===== config.mk =====
export PLATFORM = sky130hd
export DESIGN_NAME = mpi_send_arb
export DESIGN_NICKNAME = d
export VERILOG_FILES = /design/src/rtl/mpi_pkg.sv /design/src/rtl/rr_arbiter.sv /design/src/rtl/mpi_send_arb.sv
export SDC_FILE = /design/constraint.sdc
export NUM_CORES = 1
export LEC_CHECK = 0
export CAP_MARGIN = 0
export CELL_PAD_IN_SITES_DETAIL_PLACEMENT = 1
export CELL_PAD_IN_SITES_GLOBAL_PLACEMENT = 2
export CORE_ASPECT_RATIO = 0.75
export CORE_MARGIN = 4
export CORE_UTILIZATION = 19
export DETAILED_ROUTE_END_ITERATION = 6
export PLACE_DENSITY_LB_ADDON = 0.08
export SYNTH_ARGS = -nofsm -noshare
export SYNTH_HDL_FRONTEND = slang
export SYNTH_SLANG_ARGS = --single-unit

===== constraint.sdc =====
create_clock -name clk -period 5.7 [get_ports clk]
set_input_delay 0.855 -clock clk [delete_from_list [all_inputs] [get_ports clk]]
set_output_delay 0.855 -clock clk [all_outputs]
set_load 0.1 [all_outputs]

===== src/rtl/mpi_pkg.sv =====
// Shared definitions for the MPI send-channel arbiter.
//   DATA_WIDTH        payload width of one message beat
//   DEF_CREDIT_WIDTH  default width of a per-destination credit counter
//   state_e           output-register FSM states
package mpi_pkg;

  localparam int unsigned DATA_WIDTH       = 64;
  localparam int unsigned DEF_CREDIT_WIDTH = 3;

  typedef enum logic {
    ST_IDLE = 1'b0,
    ST_BUSY = 1'b1
  } state_e;

endpackage


===== src/rtl/rr_arbiter.sv =====
// Round-robin one-hot selector.
//   i_req     request vector
//   i_ptr     index where the search starts (highest priority)
//   o_grant_c one-hot-or-zero grant, combinational
module rr_arbiter #(
  parameter  int unsigned N     = 4,
  localparam int unsigned PTR_W = (N > 1) ? $clog2(N) : 1
) (
  input  logic [N-1:0]     i_req,
  input  logic [PTR_W-1:0] i_ptr,
  output logic [N-1:0]     o_grant_c
);

  // Walk the requests starting at i_ptr, wrapping at N; first hit wins.
  always_comb begin : p_search
    logic             w_found;
    logic [PTR_W-1:0] w_idx;
    w_found   = 1'b0;
    w_idx     = '0;
    o_grant_c = '0;
    for (int unsigned k = 0; k < N; k++) begin
      w_idx = PTR_W'((32'(i_ptr) + k) % N);
      if (!w_found && i_req[w_idx]) begin
        o_grant_c[w_idx] = 1'b1;
        w_found          = 1'b1;
      end
    end
  end

endmodule


===== src/rtl/mpi_send_arb.sv =====
// Credit-gated round-robin arbiter feeding a single registered MPI send channel.
// Ports:
//   clk, rst_n                    clock, synchronous active-low reset
//   req_valid/req_data/req_dest   per-requester message offer
//   req_ready                     combinational one-hot accept
//   snd_valid/data/dest/src       registered beat to the link, snd_ready handshake
//   cred_ret_valid/cred_ret_dest  one credit returned by a remote rank
//   cred_err                      sticky credit-overflow flag
// Optional build macro MPI_SEND_ARB_STATS_EN adds stat_sent / stat_stall counters.
module mpi_send_arb
  import mpi_pkg::*;
#(
  parameter  int unsigned NUM_REQ      = 4,
  parameter  int unsigned NUM_DEST     = 4,
  parameter  int unsigned CREDIT_WIDTH = DEF_CREDIT_WIDTH,
  parameter  int unsigned INIT_CREDITS = 1,
  localparam int unsigned DEST_W       = (NUM_DEST > 1) ? $clog2(NUM_DEST) : 1,
  localparam int unsigned SRC_W        = (NUM_REQ > 1) ? $clog2(NUM_REQ) : 1
) (
  input  logic                          clk,
  input  logic                          rst_n,
  input  logic [NUM_REQ-1:0]            req_valid,
  input  logic [NUM_REQ*DATA_WIDTH-1:0] req_data,
  input  logic [NUM_REQ*DEST_W-1:0]     req_dest,
  output logic [NUM_REQ-1:0]            req_ready,
  output logic                          snd_valid,
  output logic [DATA_WIDTH-1:0]         snd_data,
  output logic [DEST_W-1:0]             snd_dest,
  output logic [SRC_W-1:0]              snd_src,
  input  logic                          snd_ready,
  input  logic                          cred_ret_valid,
  input  logic [DEST_W-1:0]             cred_ret_dest,
  output logic                          cred_err
`ifdef MPI_SEND_ARB_STATS_EN
  ,
  output logic [31:0]                   stat_sent,
  output logic [31:0]                   stat_stall
`endif
);

  state_e                  r_state;
  state_e                  w_state_nxt;
  logic [DATA_WIDTH-1:0]   r_snd_data;
  logic [DEST_W-1:0]       r_snd_dest;
  logic [SRC_W-1:0]        r_snd_src;
  logic [SRC_W-1:0]        r_rr_ptr;
  logic [CREDIT_WIDTH-1:0] r_credit [NUM_DEST];
  logic                    r_cred_err;

  logic [NUM_REQ-1:0]      w_elig;
  logic [NUM_REQ-1:0]      w_req;
  logic [NUM_REQ-1:0]      w_grant;
  logic                    w_can_grant;
  logic                    w_any_grant;
  logic [SRC_W-1:0]        w_win_src;
  logic [DEST_W-1:0]       w_win_dest;
  logic [DATA_WIDTH-1:0]   w_win_data;
  logic [NUM_DEST-1:0]     w_dec;
  logic [NUM_DEST-1:0]     w_inc;
  logic                    w_overflow;

  // Eligible: valid, destination exists, and that destination has credit.
  always_comb begin
    w_elig = '0;
    for (int i = 0; i < NUM_REQ; i++) begin
      w_elig[i] = req_valid[i]
               && (32'(req_dest[i*DEST_W +: DEST_W]) < NUM_DEST)
               && (r_credit[req_dest[i*DEST_W +: DEST_W]] != '0);
    end
  end

  // Output register can take a new beat when empty or draining this cycle.
  assign w_can_grant = rst_n && ((r_state == ST_IDLE) || snd_ready);
  assign w_req       = w_can_grant ? w_elig : '0;

  rr_arbiter #(
    .N (NUM_REQ)
  ) u_rr_arbiter (
    .i_req     (w_req),
    .i_ptr     (r_rr_ptr),
    .o_grant_c (w_grant)
  );

  assign req_ready   = w_grant;
  assign w_any_grant = |w_grant;

  // Winner payload mux.
  always_comb begin
    w_win_src  = '0;
    w_win_dest = '0;
    w_win_data = '0;
    for (int i = 0; i < NUM_REQ; i++) begin
      if (w_grant[i]) begin
        w_win_src  = SRC_W'(i);
        w_win_dest = req_dest[i*DEST_W +: DEST_W];
        w_win_data = req_data[i*DATA_WIDTH +: DATA_WIDTH];
      end
    end
  end

  // FSM state register.
  always_ff @(posedge clk) begin
    if (!rst_n) r_state <= ST_IDLE;
    else        r_state <= w_state_nxt;
  end

  // FSM next state.
  always_comb begin
    w_state_nxt = r_state;
    case (r_state)
      ST_IDLE: if (w_any_grant) w_state_nxt = ST_BUSY;
      ST_BUSY: if (snd_ready && !w_any_grant) w_state_nxt = ST_IDLE;
      default: w_state_nxt = ST_IDLE;
    endcase
  end

  // Output beat and round-robin pointer; both only move on a grant.
  always_ff @(posedge clk) begin
    if (!rst_n) begin
      r_snd_data <= '0;
      r_snd_dest <= '0;
      r_snd_src  <= '0;
      r_rr_ptr   <= '0;
    end else if (w_any_grant) begin
      r_snd_data <= w_win_data;
      r_snd_dest <= w_win_dest;
      r_snd_src  <= w_win_src;
      r_rr_ptr   <= (w_win_src == SRC_W'(NUM_REQ - 1)) ? '0 : w_win_src + SRC_W'(1);
    end
  end

  // Per-destination consume/return; a simultaneous pair cancels out.
  always_comb begin
    w_dec      = '0;
    w_inc      = '0;
    w_overflow = 1'b0;
    for (int d = 0; d < NUM_DEST; d++) begin
      w_dec[d] = w_any_grant && (w_win_dest == DEST_W'(d));
      w_inc[d] = cred_ret_valid && (cred_ret_dest == DEST_W'(d));
      if (w_inc[d] && !w_dec[d] && (r_credit[d] == CREDIT_WIDTH'(INIT_CREDITS)))
        w_overflow = 1'b1;
    end
  end

  // Credit counters; an over-return is dropped and flagged.
  always_ff @(posedge clk) begin
    for (int d = 0; d < NUM_DEST; d++) begin
      if (!rst_n)
        r_credit[d] <= CREDIT_WIDTH'(INIT_CREDITS);
      else if (w_dec[d] && !w_inc[d])
        r_credit[d] <= r_credit[d] - CREDIT_WIDTH'(1);
      else if (w_inc[d] && !w_dec[d] && (r_credit[d] != CREDIT_WIDTH'(INIT_CREDITS)))
        r_credit[d] <= r_credit[d] + CREDIT_WIDTH'(1);
    end
  end

  always_ff @(posedge clk) begin
    if (!rst_n) r_cred_err <= 1'b0;
    else        r_cred_err <= r_cred_err | w_overflow;
  end

  assign snd_valid = (r_state == ST_BUSY);
  assign snd_data  = r_snd_data;
  assign snd_dest  = r_snd_dest;
  assign snd_src   = r_snd_src;
  assign cred_err  = r_cred_err;

`ifdef MPI_SEND_ARB_STATS_EN
  logic [31:0] r_stat_sent;
  logic [31:0] r_stat_stall;

  // Wrapping activity counters.
  always_ff @(posedge clk) begin
    if (!rst_n) begin
      r_stat_sent  <= '0;
      r_stat_stall <= '0;
    end else begin
      if (snd_valid && snd_ready)     r_stat_sent  <= r_stat_sent + 32'd1;
      if (|req_valid && !w_any_grant) r_stat_stall <= r_stat_stall + 32'd1;
    end
  end

  assign stat_sent  = r_stat_sent;
  assign stat_stall = r_stat_stall;
`endif

endmodule

Word level (Yosys, flattened, before mapping)

Memories as Yosys holds them, arrays and structs flattened.
Index checks and enable logic that the tools add are counted.
Widths: inputs -> output; s select.

Register bits after elaboration: 72
Latch bits: 0
RAM bits: 12
Memory bits (read-only): 0
Bits of input ports: 274
Output and inout bits: 74
Word-level logic and storage cells: 192
Memories kept: 1

Add/subtract/negate cells: 12
Multiply operators: 0
Div/mod/pow operators: 0
$lt $le $gt $ge: 8
Eq/ne operators: 15
Shift operators: 0
Mux-type cells: 80
Bitwise gates (word level): 13
Reductions and logical operators: 57

Memories:

| memory   | words | bits a word | rd ports | clocked after Yosys merged registers in | write ports | line               | text |
|---|---|---|---|---|---|---|---|
| r_credit | 4     | 3           | 8        | 0                                       | 4           | mpi_send_arb.sv:47 | `logic [CREDIT_WIDTH-1:0] r_credit [NUM_DEST];` |

Operators by type and width:

| kind                | number |
|---|---|
| $mux 64             | 4 |
| $mux 1              | 47 |
| $logic_and 1x1->1   | 37 |
| $mux 3              | 8 |
| $mux 4              | 5 |
| $mux 2              | 7 |
| $add 3x1->3 const B | 4 |
| $eq 3x1->1 const B  | 4 |
| $logic_not 1->1     | 12 |
| $lt 2x3->1 const B  | 4 |
| $ne 3x1->1 const B  | 4 |
| $or 4x4->4          | 3 |
| $reduce_bool 3->1   | 4 |
| $sub 3x1->3 const B | 4 |
| $eq 2x2->1 const B  | 5 |
| $or 1x1->1          | 9 |
| $bmux 1 s2          | 4 |
| $demux 1 s2         | 4 |
| $ge 2x1->1 const B  | 4 |
| $add 2x1->2 const B | 2 |
| $add 2x2->2 const B | 2 |
| $eq 2x1->1 const B  | 2 |
| $logic_not 2->1     | 2 |
| $reduce_or 4->1     | 1 |
| other kinds (3)     | 3 |

Depth between registers and ports, before layout

Depth in word-level cells: 30
Mapped depth: 15
Gate-level depth less buffers: 13

Hierarchy

A second synthesis with hierarchy kept.

Cells, all modules: 656
Area, all modules: 5250.0 µm²

By module, submodules not included:

| module       | instances | cells an instance | area each (µm²) | sequential area each (µm²) |
|---|---|---|---|---|
| mpi_send_arb | 1         | 620               | 4912.2          | 1801.7 |
| rr_arbiter   | 1         | 36                | 337.8           | 0.0 |

Worst setup path before layout

No wires, ideal clock.

Path kind: flip-flop to output port
From: reg r_state, in the netlist snd_valid
To: out req_ready[3]
Arrival: 3858 ps
Required time: 4845 ps
Path slack: 987 ps
Cell stages (with the launch flop): 12
Buffers on the path: 3
Cell sequence: dfxtp_1 nand2b_1 clkbuf_1 and3_1 and2_1 mux4_2 clkinv_1 a31o_1 a221oi_4 inv_2 clkbuf_1 clkbuf_1

Longest elaborated chain between the ends: 16
Elaborated cells between the ends (all ways): 28
Those cells by class: 16 x mux; 4 x bitwise; 8 x reduce/logical

Ends and longest elaborated chain:

| element                      | line                | text |
|---|---|---|
| start: declaration           | mpi_send_arb.sv:41  | `state_e r_state;` |
| start signal: assignment     | mpi_send_arb.sv:104 | `else r_state <= w_state_nxt;` |
| $not 1->1 *                  | -                   |  |
| $logic_or 1x1->1 *           | mpi_send_arb.sv:73  | `assign w_can_grant = rst_n && ((r_state == ST_IDLE) \|\| snd_ready);` |
| $logic_and 1x1->1 *          | mpi_send_arb.sv:73  |  |
| $mux 4 *                     | mpi_send_arb.sv:74  | `assign w_req = w_can_grant ? w_elig : '0;` |
| $bmux 1 s2                   | rr_arbiter.sv:23    | `if (!w_found && i_req[w_idx]) begin` |
| $mux 1 (implied by the code) | rr_arbiter.sv:23    |  |
| $mux 1                       | rr_arbiter.sv:23    |  |
| $logic_not 1->1              | rr_arbiter.sv:23    |  |
| $logic_and 1x1->1            | rr_arbiter.sv:23    |  |
| $mux 1                       | rr_arbiter.sv:23    |  |
| $logic_not 1->1              | rr_arbiter.sv:23    |  |
| $logic_and 1x1->1            | rr_arbiter.sv:23    |  |
| $mux 1                       | rr_arbiter.sv:23    |  |
| $logic_not 1->1              | rr_arbiter.sv:23    |  |
| $logic_and 1x1->1            | rr_arbiter.sv:23    |  |
| $mux 4 *                     | rr_arbiter.sv:23    |  |
| end: declaration             | mpi_send_arb.sv:25  | `output logic [NUM_REQ-1:0] req_ready,` |

Every way passes the cells marked *; elsewhere a longest branch is shown, timed or not. The select of a mux whose other input is x is not followed.

Final worst setup path

From: in snd_ready
To: out req_ready[3]

Longest elaborated chain between the ends: 15
Elaborated cells between the ends (all ways): 27
Those cells by class: 16 x mux; 3 x bitwise; 8 x reduce/logical

Ends and longest elaborated chain:

| element                      | line               | text |
|---|---|---|
| start: declaration           | mpi_send_arb.sv:30 | `input logic snd_ready,` |
| $logic_or 1x1->1 *           | mpi_send_arb.sv:73 |  |
| $logic_and 1x1->1 *          | mpi_send_arb.sv:73 |  |
| $mux 4 *                     | mpi_send_arb.sv:74 |  |
| $bmux 1 s2                   | rr_arbiter.sv:23   |  |
| $mux 1 (implied by the code) | rr_arbiter.sv:23   |  |
| $mux 1                       | rr_arbiter.sv:23   |  |
| $logic_not 1->1              | rr_arbiter.sv:23   |  |
| $logic_and 1x1->1            | rr_arbiter.sv:23   |  |
| $mux 1                       | rr_arbiter.sv:23   |  |
| $logic_not 1->1              | rr_arbiter.sv:23   |  |
| $logic_and 1x1->1            | rr_arbiter.sv:23   |  |
| $mux 1                       | rr_arbiter.sv:23   |  |
| $logic_not 1->1              | rr_arbiter.sv:23   |  |
| $logic_and 1x1->1            | rr_arbiter.sv:23   |  |
| $mux 4 *                     | rr_arbiter.sv:23   |  |

Marks and branches as above.

==> run metrics <==
status=completed; DIE AREA=approximately 0.033 mm2; Ys Warns=0; vias post-DR=between 6,000 and 7,000; GRT met2 Usage=0.2884; crit-path cells=clkdlybuf4s50_1, nand2b_1, nand4_1, o22ai_1, mux2i_1, o21ai_1, nor2_1, a221oi_4, inv_4, buf_4, buf_12; EDFF count, synth=12; Tcrit/Tclk final=0.8939; global routing's busiest layer=met2; Fin. Hold Viols=0; critical path arrival=~4.2 ns; Final Skew=approximately 0.011 ns; # rows=54; Final Max Tran Viols=0; PostCTS Resize Cnt=0; TNS Setup=0 ns; FFs w/ async S/R, synth=0; Ports=348; Core Region=between 0.02 and 0.03 mm2; Post-Syn Instances=around 730; slowest cell on the critical path=a221oi_4; Placed Cells=approximately 1,400; peak supply drop=438.2 uV; worst skew pair latency=roughly 0.35 ns; initial antenna violation count=2; H-tree level count=3; clock buffer depth=2; starting density of the core=0.1933; top cell type's share of synthesized area=0.2554; Post-DP Area=0.009545 mm2; final non-filler cell total=about 1,400; total power=about 6.4 mW; mean routed wirelength per cell=21.21 um; Area contributors post-synth=dfxtp_1 (26%), a221oi_1 (10%), a311oi_1 (9.9%); first-pass GRT wire length=~45 mm; clock sink total=84; Finish-stage setup viols=0; All-Layer GR Usage=0.1777; hold buffer count at CTS=0; met3 Use GR=0.05829; fraction of layout cells with a size suffix above 1=0.05187; distinct cell type count after synthesis=61; Setup Buffers After CTS=0; crit start category=input pin; CP Max Fanout=28; CTS buffer count=9; Tmin final=roughly 5.1 ns; CP required=4.85 ns; top cells by count, synth=nor2_1 (142), nand2_1 (80), nand3_1 (76); Die Ht=157.2 um; RSZ-0062 raised after global routing=no; Setup CP Type=input pin to output pin; Max Freq=just under 0.2 GHz; detailed placement HPWL=about 22 mm; sequential-to-total area share from yosys stat=0.3193; vias in the first global route=a little over 7,000; die width=207.0 um; Yosys reg bits=84; CTS clock-pin slew for the worst setup and hold paths=approximately 0.06 ns; grt met1 use=0.2359; DRT iter0 DRCs=roughly 260; Avg Cell Area, Syn=roughly 7.7 um2; Final GP Congestion=a little under 0.8; Top FF cell, synth=dfxtp_1; Detailed Routing Iterations Pass 1=4; Finished Core Util=0.3362; root buffer cell=clkbuf_16; Synth Net Count=between 1,000 and 1,500; synthesis-to-finish area growth=73.90%; total gr overflow=0; reg-to-reg slack, setup=approximately 0.87 ns; leakage power=3.470 nW; DRC viols=0; CP Capture Type=output pin; post-route design area=about 0.01 mm2; largest net degree at the start of global routing=between 100 and 150; min-delay worst type=register to register; Slew @ Worst Pin=between 1 and 1.5 ns; top-count cell post-synth=nor2_1; Power Density=~660 mW/mm2; Final nets=~1,300; crit-path max cell delay=0.54 ns; Max Cap Viol=0; routed wire length=between 30 and 40 mm; remaining antenna violation count after routing=0; Mapped Area=around 0.0056 mm2; via/cell ratio=4.828; Rel. slew slack=0.2650; port bufs=between 300 and 400; CTS tree=done; Synth area leader=dfxtp_1
==> registers in the layout, summed over array words and instances, names as in the netlist <==
signal	count
snd_data	64
r_credit	12
r_rr_ptr	2
snd_dest	2
snd_src	2
cred_err	1
snd_valid	1
==> worst paths after layout <==
check                  from        endpoint  cells past startpoint
max               snd_ready    req_ready[3]                     11
min             snd_dest[0]     snd_dest[0]                      2
max reg2reg  r_credit[3][0]  r_credit[2][2]                     13
min reg2reg     snd_dest[0]     snd_dest[0]                      2
==> metal layers <==
layer  vias to the layer above  wire [um]
li1                       3378          -
met1                      3323      13830
met2                       202      13940
met3                        17       2390
met4                         4        218
met5                         -         33
==> cell type report <==
type / count / area [um2]
fillers: 3440 / 19370
repair buffers: 360 / 3649
multi-input cells: 561 / 3527
flip-flops and latches: 84 / 1802
well taps: 392 / 490.5
clock buffers: 13 / 250.2
inverters: 20 / 77.57
clock inverters: 3 / 15.01
diodes: 1 / 2.502
==> cell usage in the layout, fill, tap and decap left out, types with 15 or more instances in the layout <==
cell type / netlist / final
nor2_1: 142 / 142
clkdlybuf4s50_1: 0 / 343
ha_1: 19 / 19
nand2_1: 80 / 80
dfxtp_1: 72 / 72
a311oi_1: 64 / 64
a221oi_1: 67 / 66
inv_1: 15 / 15
nand3_1: 76 / 76
==> cells by family after synthesis <==
group,after synthesis,synth area share
AOI/OAI and AO/OA,190,0.2838
xor gates and xnor gates,1,0.001552
adders and majority gates,19,0.04213
buffers and inverters,88,0.05920
DFF,84,0.3193
muxes,13,0.02993
and+or+nand+nor,338,0.2641
==> critical path, delay by kind of cell <==
| family | cells | cell delay (ns) |
|---|---|---|
| mux | 1 | 0.18 |
| simple gates | 3 | 0.71 |
| compound gates | 3 | 1.44 |
| buf+inv | 4 | 1.02 |
==> metrics by stage <==
step                      hold slack [ns]  setup slack, ns
final                              0.4914           0.6045
after global routing               0.5296           0.2795
after CTS                          0.4977           0.6759
after detailed placement           0.4822           0.3577
after global placement             0.4843           0.4659
after floorplan                    0.5380           0.9866
==> where the power goes <==
group | total, mW | internal [mW] | switching, mW
logic | 4.90 | 1.54 | 3.36
registers | 0.984 | 0.849 | 0.135
clock network | 0.560 | 0.306 | 0.253
Note: power is estimated with default switching activity, not from simulation.
==> variant: new RTL, same settings <==
Build with the macro `MPI_SEND_ARB_STATS_EN` defined.
--- a/src/rtl/mpi_send_arb.sv
+++ b/src/rtl/mpi_send_arb.sv
@@ -7,6 +7,8 @@
 //   cred_ret_valid/cred_ret_dest  one credit returned by a remote rank
 //   cred_err                      sticky credit-overflow flag
 // Optional build macro MPI_SEND_ARB_STATS_EN adds stat_sent / stat_stall counters.
+`define MPI_SEND_ARB_STATS_EN
+
 module mpi_send_arb
   import mpi_pkg::*;
 #(
Formal check against the unedited RTL (old outputs only; new: stat_sent and stat_stall): equivalent (equiv_simple and equiv_induct, registers matched by name and starting in step).
==> variant against the unedited design <==
Clock power rose by 110%; setup slack improved by 0.19 ns; total power rose by 28%; sequential cell count rose by 64; synthesized area rose by 49%; count of clock-buffer cells in the layout rose by 7; design area rose by 40%; routed wire length rose by 41%; largest cell class is now multi-input combinational cells.
==> variant: results (changes against the unedited design) <==
| Metric | Value |
|---|---|
| Critical Path Slowest Stage Cell | `mux4_2 (was a221oi_4)` |
| Power per cell area | `596.8 nW/µm² (was 656.4 nW/µm²)` |
| Total iterations of the first detailed-routing run | `5 (was 4)` |
| Clk pwr | `1.16 mW (was 0.560 mW)` |
| GPL Wtd Cong | `0.7889 (was 0.7781)` |
| Worst Path Max Fanout | `11 (was 28)` |
| Htree depth | `4 (was 3)` |
| Internal power | `3.772 mW (was 2.691 mW)` |
| Global-route wire length before repair | `64140 µm (was 44630 µm)` |
| Pin count of the biggest net entering global routing | `67 (was 132)` |
| Initial antenna violation count | `8 (was 2)` |
| Post-DP Area | `13190 µm² (was 9545 µm²)` |
| Worst-margin pin slew | `1.128 ns (was 1.099 ns)` |
| DP HPWL | `32860 µm (was 22230 µm)` |
| Most frequent cells after synthesis | `dfxtp_1, a21oi_1, nor2_1 (was nor2_1, nand2_1, nand3_1)` |
| CP top delay family | `simple AND/OR/NAND/NOR gates (was compound AO/OA/AOI/OAI gates)` |
| Clk_lat worst skew | `0.44 ns (was 0.35 ns)` |
| Mapped Cells | `951 (was 733)` |
| Vias | `9107 (was 6924)` |
| Drt via density | `4.736 (was 4.828)` |
| Area occupied by multi-input gates | `4926 µm² (was 3527 µm²)` |
| Largest stage delay on the critical path | `0.61 ns (was 0.54 ns)` |
| Status | `finished, final reports clean (unchanged)` |
| Distinct cell type count after synthesis | `78 (was 61)` |
| Synthesized Nets | `1248 (was 1026)` |
| DRT Wirelength | `42850 µm (was 30410 µm)` |
| Placed cells | `1887 (was 1417)` |
| Pre-CTS WS | `0.4017 ns (was 0.3577 ns)` |
| Synth top area cells | `dfxtp_1, a221o_1, o211ai_1 (was dfxtp_1, a221oi_1, a311oi_1)` |
| Critical path arrival | `4.05 ns (was 4.24 ns)` |
| CTS Buf Count | `17 (was 9)` |
| Worst vdd ir | `0.4028 mV (was 0.4382 mV)` |
| Reg power frac | `18.2% (was 15.3%)` |
| Leakage Power | `4.720 nW (was 3.470 nW)` |
| Sequential area share after synthesis | `36.56% (was 31.93%)` |
| Vias in the first global route | `9844 (was 7110)` |
| PortBufs | `411 (was 347)` |
| Clock skew | `0.01601 ns (was 0.01102 ns)` |
| Filler Cells Inserted | `5017 (was 3440)` |
| Synth warn | `0 (unchanged)` |
-- variant: cell types whose count changed in the layout (fill, tap and decap cells not counted), moves of 24 or more --
cell             delta
a22oi_1            +64
a221oi_1           -65
xor2_1             +24
clkdlybuf4s50_1    +63
a221o_1            +64
dfxtp_1            +64
nand3_1            -45
a21oi_1            +69
nand2_1            -28
a311oi_1           -63
xnor2_1            +27
nor2_1             -69
o211ai_1           +66
-- variant: kinds of logic (layout without fill, tap and decap cells) --
family / after synthesis / count (layout) / share of synthesized area, %
mux: 13 / 13 / 2.003
xor+xnor: 52 / 52 / 5.401
flops: 148 / 148 / 36.56
compound gates: 331 / 331 / 29.35
fa+ha+maj: 23 / 23 / 3.413
simple gates: 273 / 273 / 17.97
buf+inv: 111 / 501 / 5.311
other cells: 0 / 4 / 0
-- variant: worst paths after layout --
kind             startpoint             end  slack (ns)  depth (start not counted)
max               snd_ready    req_ready[2]        0.79                         10
min             snd_dest[0]     snd_dest[0]        0.48                          2
max reg2reg  r_credit[2][0]  r_credit[3][0]        1.14                         12
min reg2reg     snd_dest[0]     snd_dest[0]        0.48                          2
-- variant: tightest hold or removal path: stages, from the launching register on --
cell     delay [ns]
dfxtp_1        0.32
nand2_1        0.06
a21oi_1        0.06
-- variant: cell type report --
class                   count  area share (%)
flip-flops and latches    148           22.38
repair buffers            434           31.39
inverters                  35          0.9718
clock inverters            12          0.9355
multi-input cells         692           35.76
clock buffers              20           3.243
well taps                 578           5.250
diodes                      4         0.07266
-- variant: layer usage --
layer / up-vias / routed length, µm / GRT usage (%)
met5: - / 42 / 0
met4: 6 / 900 / 5.417
met3: 40 / 2766 / 5.495
met2: 253 / 20420 / 29.65
met1: 4425 / 18730 / 21.68
li1: 4383 / - / -
